`src/rtl/glay_cache_req_arbiter_pkg.sv`:
```
// Shared request/response packet types and setup-FSM states for the GLay
// cache request arbiter.
package glay_cache_req_arbiter_pkg;

    localparam int ROUTE_ID_W = 8;
    localparam int CMD_W      = 4;
    localparam int ADDR_W     = 32;
    localparam int DATA_W     = 32;

    typedef struct packed {
        logic [ROUTE_ID_W-1:0] route_id;
        logic [CMD_W-1:0]      cmd;
    } MemoryPacketMeta;

    typedef struct packed {
        MemoryPacketMeta   meta;
        logic [ADDR_W-1:0] address;
        logic [DATA_W-1:0] data;
    } MemoryRequestPayload;

    typedef struct packed {
        logic                valid;
        MemoryRequestPayload payload;
    } MemoryRequestPacket;

    typedef struct packed {
        MemoryPacketMeta   meta;
        logic [ADDR_W-1:0] address;
        logic [DATA_W-1:0] data;
    } MemoryResponsePayload;

    typedef struct packed {
        logic                 valid;
        MemoryResponsePayload payload;
    } MemoryResponsePacket;

    typedef enum logic [1:0] {
        SETUP_RESET,
        SETUP_WAIT,
        SETUP_READY
    } arbiter_setup_state;

endpackage

```
`src/rtl/glay_round_robin_arbiter.sv`:
```
// Combinational round-robin picker: first valid source at or after ptr,
// returned as a one-hot grant plus its index.
module glay_round_robin_arbiter #(
    parameter int NUM      = 2,
    parameter int ID_WIDTH = (NUM > 1) ? $clog2(NUM) : 1
) (
    input  logic [NUM-1:0]      valid,
    input  logic [ID_WIDTH-1:0] ptr,
    output logic [NUM-1:0]      grant,
    output logic [ID_WIDTH-1:0] grant_idx,
    output logic                grant_valid
);

    always_comb begin
        int unsigned idx;
        idx         = 0;
        grant       = '0;
        grant_idx   = '0;
        grant_valid = 1'b0;
        for (int unsigned off = 0; off < NUM; off++) begin
            idx = (32'(ptr) + off) % NUM;
            if (!grant_valid && valid[idx]) begin
                grant_valid = 1'b1;
                grant[idx]  = 1'b1;
                grant_idx   = ID_WIDTH'(idx);
            end
        end
    end

endmodule

```
`src/rtl/glay_cache_req_arbiter.sv`:
```
// Merges per-source memory requests onto one cache port with round-robin
// fairness, stamps the route id, and routes cache responses back by that id.
module glay_cache_req_arbiter
    import glay_cache_req_arbiter_pkg::*;
#(
    parameter int NUM_REQUESTORS = 2,
    parameter int ID_WIDTH       = $clog2(NUM_REQUESTORS),
    parameter int SETUP_CYCLES   = 4,
    parameter int COUNTER_WIDTH  = 32
) (
    input  logic                      ap_clk,
    input  logic                      areset,
    input  MemoryRequestPacket        req_in [NUM_REQUESTORS],
    output logic [NUM_REQUESTORS-1:0] req_in_ready,
    output MemoryRequestPacket        req_out,
    input  logic                      req_out_ready,
    input  MemoryResponsePacket       resp_in,
    output MemoryResponsePacket       resp_out [NUM_REQUESTORS],
    output logic [COUNTER_WIDTH-1:0]  grant_count,
    output logic                      route_error,
    output logic                      fifo_setup_signal
);

    localparam int SETUP_CNT_W = (SETUP_CYCLES > 0) ? $clog2(SETUP_CYCLES + 1) : 1;

    arbiter_setup_state       state_q, state_d;
    logic [SETUP_CNT_W-1:0]   setup_cnt_q, setup_cnt_d;

    logic [ID_WIDTH-1:0]       rr_ptr;
    logic [NUM_REQUESTORS-1:0] req_valid;
    logic [NUM_REQUESTORS-1:0] rr_grant;
    logic [ID_WIDTH-1:0]       rr_idx;
    logic                      rr_any;
    logic                      slot_loadable;
    logic                      do_grant;

    logic                      out_valid_q;
    MemoryRequestPayload       out_payload_q;
    logic [NUM_REQUESTORS-1:0] resp_valid_q;
    MemoryResponsePayload      resp_payload_q;

    // Setup FSM: one cycle leaving reset, then SETUP_CYCLES-1 wait cycles.
    always_ff @(posedge ap_clk or posedge areset) begin
        if (areset) begin
            state_q     <= SETUP_RESET;
            setup_cnt_q <= '0;
        end else begin
            state_q     <= state_d;
            setup_cnt_q <= setup_cnt_d;
        end
    end

    always_comb begin
        state_d     = state_q;
        setup_cnt_d = setup_cnt_q;
        case (state_q)
            SETUP_RESET: begin
                state_d     = SETUP_WAIT;
                setup_cnt_d = '0;
            end
            SETUP_WAIT: begin
                if (32'(setup_cnt_q) + 32'd2 >= 32'(SETUP_CYCLES))
                    state_d = SETUP_READY;
                else
                    setup_cnt_d = setup_cnt_q + 1'b1;
            end
            SETUP_READY: state_d = SETUP_READY;
            default:     state_d = SETUP_RESET;
        endcase
    end

    assign fifo_setup_signal = (state_q != SETUP_READY);

    always_comb begin
        for (int unsigned i = 0; i < NUM_REQUESTORS; i++)
            req_valid[i] = req_in[i].valid;
    end

    glay_round_robin_arbiter #(
        .NUM      (NUM_REQUESTORS),
        .ID_WIDTH (ID_WIDTH)
    ) u_rr (
        .valid       (req_valid),
        .ptr         (rr_ptr),
        .grant       (rr_grant),
        .grant_idx   (rr_idx),
        .grant_valid (rr_any)
    );

    assign slot_loadable = !out_valid_q || req_out_ready;
    assign do_grant      = rr_any && slot_loadable && !fifo_setup_signal;
    assign req_in_ready  = (slot_loadable && !fifo_setup_signal) ? rr_grant : '0;

    always_ff @(posedge ap_clk or posedge areset) begin
        if (areset) begin
            out_valid_q <= 1'b0;
            rr_ptr      <= '0;
            grant_count <= '0;
        end else if (do_grant) begin
            out_valid_q <= 1'b1;
            rr_ptr      <= (rr_idx == ID_WIDTH'(NUM_REQUESTORS - 1)) ? '0 : rr_idx + 1'b1;
            if (grant_count != '1)
                grant_count <= grant_count + 1'b1;
        end else if (slot_loadable) begin
            out_valid_q <= 1'b0;
        end
    end

    always_ff @(posedge ap_clk) begin
        if (do_grant) begin
            out_payload_q               <= req_in[rr_idx].payload;
            out_payload_q.meta.route_id <= ROUTE_ID_W'(rr_idx);
        end
    end

    assign req_out.valid   = out_valid_q;
    assign req_out.payload = out_payload_q;

    always_ff @(posedge ap_clk or posedge areset) begin
        if (areset) begin
            resp_valid_q <= '0;
            route_error  <= 1'b0;
        end else begin
            for (int unsigned k = 0; k < NUM_REQUESTORS; k++)
                resp_valid_q[k] <= resp_in.valid &&
                                   (resp_in.payload.meta.route_id == ROUTE_ID_W'(k));
            if (resp_in.valid &&
                (resp_in.payload.meta.route_id >= ROUTE_ID_W'(NUM_REQUESTORS)))
                route_error <= 1'b1;
        end
    end

    always_ff @(posedge ap_clk) begin
        resp_payload_q <= resp_in.payload;
    end

    always_comb begin
        for (int unsigned k = 0; k < NUM_REQUESTORS; k++) begin
            resp_out[k].valid   = resp_valid_q[k];
            resp_out[k].payload = resp_payload_q;
        end
    end

endmodule

```
`config.mk`:
```
export PLATFORM = sky130hd
export DESIGN_NAME = glay_cache_req_arbiter
export DESIGN_NICKNAME = d
export VERILOG_FILES = /design/src/rtl/glay_cache_req_arbiter_pkg.sv /design/src/rtl/glay_round_robin_arbiter.sv /design/src/rtl/glay_cache_req_arbiter.sv
export SDC_FILE = /design/constraint.sdc
export NUM_CORES = 1
export LEC_CHECK = 0
export ABC_AREA = 1
export CAP_MARGIN = 20
export CORE_AREA = 2 2 195 197
export CTS_BUF_LIST = sky130_fd_sc_hd__clkbuf_2
export DETAILED_ROUTE_END_ITERATION = 16
export DIE_AREA = 0 0 197 199
export HOLD_SLACK_MARGIN = 0.02
export MAX_ROUTING_LAYER = met4
export PLACE_DENSITY = 0.58
export SLEW_MARGIN = 10
export SYNTH_ARGS = -nofsm -noshare
export SYNTH_HDL_FRONTEND = slang
export SYNTH_HIERARCHICAL = 1
export SYNTH_SLANG_ARGS = --single-unit
```
`constraint.sdc`:
```
create_clock -name ap_clk -period 2.8 [get_ports ap_clk]
set_input_delay 0.56 -clock ap_clk [delete_from_list [all_inputs] [get_ports ap_clk]]
set_output_delay 0.56 -clock ap_clk [all_outputs]
set_load 0.02 [all_outputs]
```
Word-level counts from Yosys, hierarchy flattened
Cells that the tools add are included.
{"block": "classes", "add_sub_neg": 5, "magnitude_cmp": 7, "n_eq_ne": 7, "mux": 25, "bitwise_logic": 2, "n_reduce_logical": 19}
{"operator": "68-bit 2-to-1 mux", "n": 3}
{"operator": "32-bit by 1-bit adder with 32-bit output, second input constant", "n": 1}
{"operator": "32-bit inequality test, second input constant", "n": 1}
{"operator": "1-bit 2-to-1 mux", "n": 13}
{"operator": "1-bit logical AND", "n": 9}
{"operator": "8-bit by 1-bit equality test with 1-bit output, second input constant", "n": 1}
{"operator": "8-bit by 2-bit >= comparator with 1-bit output, second input constant", "n": 1}
{"operator": "8-bit zero test", "n": 1}
{"operator": "2-bit 2-to-1 mux", "n": 4}
{"operator": "2-bit inequality test, second input constant", "n": 3}
{"operator": "2-bit one-hot mux with 3 select lines", "n": 1}
{"operator": "3-bit one-hot mux with 2 select lines", "n": 1}
{"operator": "3-bit by 2-bit adder with 4-bit output, second input constant", "n": 1}
{"operator": "4-bit by 3-bit >= comparator with 1-bit output, second input constant", "n": 1}
{"operator": "1-bit by 2-bit less-than comparator with 1-bit output, second input constant", "n": 2}
{"operator": "2-bit AND reduction", "n": 2}
{"operator": "2-bit nonzero test", "n": 2}
{"operator": "3-bit by 1-bit adder with 3-bit output, second input constant", "n": 1}
{"operator": "1-bit zero test", "n": 3}
{"operator": "3-bit 2-to-1 mux", "n": 1}
{"operator": "1-bit adder, second input constant", "n": 2}
{"operator": "1-bit demux with 1-bit select", "n": 2}
{"operator": "2-bit by 1-bit equality test with 1-bit output, second input constant", "n": 1}
{"operator": "2-bit equality test, second input constant", "n": 1}
{"operator": "6 further kinds", "n": 7}
{"block": "totals", "regBits": 187, "input_bits": 234, "out_inout_bits": 267, "elab_cells": 80}

Depth between registers and ports, before layout
{"block": "logic_depth", "word_depth": 10, "depth_mapped": 11, "mapped_depth_nobuf": 10}

Hierarchy
Netlist, hierarchy kept.
{"module": "glay_cache_req_arbiter", "instances": 1, "cells_each": 832, "area_each_um2": 7694.9, "seq_area_each_um2": 4644.5}
{"module": "glay_round_robin_arbiter", "instances": 1, "cells_each": 14, "area_each_um2": 55.1, "seq_area_each_um2": 0.0}

Worst setup path before layout
No wires, ideal clock.
{"block": "synth_timing", "kind": "input to register", "start": "input port req_in[153] (netlist bit)", "end": "register grant_count[3]", "setup_time_ns": 0.117, "t_arrival_ns": 2.975, "required_ns": 2.683, "setup_slack_ns": -0.292, "stages": 10, "path_buffers": 1, "path_cell_list": "inv_1 nor2_2 nor2_1 nand2_1 nand3_1 inv_1 nand2_8 buf_6 nand2_1 nand2_1"}
{"block": "synth_between", "elab_chain_len": 9, "word_cells_on_any_way": 11, "classes_between": "mux (6); reduce/logical (5)"}
{"item": "start, declared", "line_no": "glay_cache_req_arbiter.sv:13", "source": "input MemoryRequestPacket req_in [NUM_REQUESTORS],"}
{"item": "1-bit 2-to-1 mux (implied by the code) (2 in series)", "line_no": "glay_round_robin_arbiter.sv:22", "source": "if (!grant_valid && valid[idx]) begin"}
{"item": "1-bit 2-to-1 mux", "line_no": "glay_round_robin_arbiter.sv:22"}
{"item": "1-bit zero test", "line_no": "glay_round_robin_arbiter.sv:22"}
{"item": "1-bit logical AND", "line_no": "glay_round_robin_arbiter.sv:22"}
{"item": "1-bit 2-to-1 mux (*)", "line_no": "glay_round_robin_arbiter.sv:22"}
{"item": "net rr_any", "line_no": "glay_cache_req_arbiter.sv:33", "source": "logic rr_any;"}
{"item": "1-bit logical AND (*) (2 in series)", "line_no": "glay_cache_req_arbiter.sv:91", "source": "assign do_grant = rr_any && slot_loadable && !fifo_setup_signal;"}
{"item": "net do_grant", "line_no": "glay_cache_req_arbiter.sv:35", "source": "logic do_grant;"}
{"item": "2-bit AND reduction (no line) (*)"}
{"item": "end signal, assigned", "line_no": "glay_cache_req_arbiter.sv:103", "source": "grant_count <= grant_count + 1'b1;"}
{"item": "end, declared", "line_no": "glay_cache_req_arbiter.sv:19", "source": "output logic [COUNTER_WIDTH-1:0] grant_count,"}
The timed path passes the listed nets; every way through them passes the cells marked *. The select of a mux whose other input is x is not followed.
A chain may end at the register's enable or synchronous reset.

Worst setup path in the final report
{"block": "layout_timing", "start": "register grant_count[17]", "end": "output port grant_count[17]"}
No word-level cell between the ends.

==> summary.txt <==
Crit path time final = 2.59 ns
Clock skew = 0.0434 ns
Via count = 7070
Max stage delay cell, worst path = clkdlybuf4s50_1
Hold Crit Class = in2reg
Root Buffer Master = clkbuf_2
Detail Route Antenna Nets = 0
Reg-to-reg slack, setup = 0.86 ns
Pre-Repair DR Iteration Count = 4
Outcome = finished, final reports clean
Worst path max stage delay = 0.70 ns
CP bufs+invs = 1
Cell count after synthesis = 846
Non-Filler Instances = 1810
Post-route cell area = 0.0135 mm²
Vias in the first global route = 7016
Cell family with most CP delay = buffers and inverters
Residual DRC count = 0
Worst-path clk slew = 0.29 ns
IO Pins = 501
Warnings from Yosys = 6
Final setup fails = 0
Core Region = 0.0371 mm²
Final hold viol count = 0
Ys async rst share = 0.225
Fin crit share = 0.926
CTS Sinks = 187
Post-Syn Area = 0.00775 mm²
Layout cells sized above 1 = 0.0479
Die area = 0.0392 mm²
WHS = 0.171 ns
Critical path type = reg2out
Starting density of the core = 0.209
Fillers = 3715
Worst-Margin Slew = 0.578 ns
Cell Area, Placed = 0.0125 mm²
Gpl congestion = 0.844
Final setup margin = 0.207 ns
Pre-CTS setup slack = 0.211 ns
CTS max path bufs = 2
Via density = 3.91
Power density cells = 610 mW/mm²
CTS tree = built
Routed Wire Length = 30300 µm
# rows = 71
Grt ovf = 0
Post-synthesis cell type count = 33
Number of nets in the layout = 1561
Max Clock Freq = 0.386 GHz
Leakage = 5.52 nW
Avg WL per Cell = 16.8 µm
Critical path startpoint category = flop
Rel. slew slack = 0.615
Yosys reg bits = 187
Req. time, crit path = 2.24 ns
HPWL Detailed = 23300 µm
Initial DRC count = 206
Pin count of the biggest net entering global routing = 67
Maximum VDD drop = 0.466 mV
Die Span Y = 199 µm
Placed Instances = 1707
CTS Buf Count = 17
Total track usage = 0.153
H-tree Lvls = 4
Synthesized area per cell = 9.16 µm²
Ys flop type = dfxtp_1
First-pass GRT wire length = 42900 µm
Die width = 197 µm
Count of buffers from port buffering = 477
WP data arrival = 2.03 ns
Crit path max fanout = 5
Sequential-to-total area share from yosys stat = 0.599
EDFF count, synth = 69
PnR Total Power = 8.20 mW
Final-report max-slew violation count = 0
Worst skew pair latency = 0.83 ns
Initial antenna violation count = 1
CP endpoint kind = output pin
Synthesis-to-layout area growth = 73.7%
Max-cap violations = 0
CP Cell Sequence = clkdlybuf4s50_1
## power by group
part	leakage (nW)	internal (mW)	total, mW	switching [mW]
clock	0.159	0.458	1.54	1.08
sequential	1.88	3.43	3.64	0.205
combinational	3.48	1.35	3.03	1.68
total	5.52	5.24	8.20	2.96
## area by class of cell
type | instances | area (µm²) | area share
diodes | 1 | 2.50 | 0.000186
well taps | 474 | 593 | 0.0441
repair buffers | 554 | 5540 | 0.412
clock buffers | 18 | 90.1 | 0.00669
clock inverters | 14 | 175 | 0.0130
flip-flops and latches | 187 | 4650 | 0.345
inverters | 36 | 144 | 0.0107
multi-input cells | 526 | 2270 | 0.169
## cell families after synthesis
kind of cell	Yosys count	synth area share
AO/OA/AOI/OAI	13	0.00920
adder cells (fa/ha/maj)	5	0.00807
AND/OR/NAND/NOR	490	0.258
other	1	0.000484
XOR/XNOR	11	0.0124
flip-flops	187	0.599
buffers and inverters	139	0.112
## what timing repair did
item / 4_1_cts / 5_1_grt
gates resized for setup: 7 / 4
hold buffers: 67 / 2
buffers inserted: 0 / 1
endpoints found under the hold margin: 79 / 2
endpoints found under the setup margin: 3 / 3
## cell usage after synthesis (7+ instances only)
library cell	count	area (µm²)
nor2_1	54	203
nand2_1	379	1420
nand3_1	17	85.1
o21ai_0	9	45.0
dfrtp_1	42	1050
dfxtp_1	76	1520
edfxtp_1	69	2070
clkbuf_1	12	45.0
nand3b_1	11	82.6
xor2_1	8	70.1
nor2_2	7	43.8
buf_4	84	631
inv_1	34	128
## through the flow
step / setup TNS [ns] / util
after global placement: 0 / 0.337
after global routing: -0.000125 / 0.362
after detailed placement: 0 / 0.337
final: 0 / 0.362
after CTS: 0 / 0.362
after floorplan: 0 / -
## sequential cells by signal, indices dropped and copies added (netlist names)
signal        cells
grant_count      32
state_q           2
resp_valid_q      2
rr_ptr            1
setup_cnt_q       3
out_valid_q       1
req_out          69
route_error       1
resp_out         76
## worst paths after layout
| kind | startpoint | to | depth (start not counted) |
|---|---|---|---|
| min | resp_in[74] | resp_out[74]$_DFF_P_ | 1 |
| min reg2reg | route_error$_DFFE_PP0P_ | route_error$_DFFE_PP0P_ | 1 |
| min in group asynchronous | areset | grant_count[8]$_DFFE_PP0P_ | 4 |
| max reg2reg | grant_count[1]$_DFFE_PP0P_ | grant_count[15]$_DFFE_PP0P_ | 10 |
| max | grant_count[17]$_DFFE_PP0P_ | grant_count[17] | 1 |
| max in group asynchronous | areset | grant_count[17]$_DFFE_PP0P_ | 4 |
## routing by layer
| metal | vias to the layer above | track usage | wire length (µm) |
|---|---|---|---|
| met5 | - | - | 0 |
| met4 | 0 | 0.0504 | 602 |
| met3 | 28 | 0.0415 | 1870 |
| met2 | 242 | 0.269 | 15800 |
| met1 | 3289 | 0.168 | 12000 |
| li1 | 3511 | - | - |
## cells in the final DEF (no fill, tap or decap), types with 5 or more instances in the layout
cell type,n
dfxtp_1,76
nand3_1,17
nand3b_1,11
nor3_1,5
inv_6,6
dfrtp_1,41
dlygate4sd3_1,69
xor2_1,8
nor2_1,53
o21ai_0,9
nand4_1,6
inv_1,32
clkdlybuf4s50_1,474
nor2_2,7
buf_4,6
nand2_1,379
conb_1,7
edfxtp_1,69
clkbuf_2,18
(Power assumes the default switching activity.)
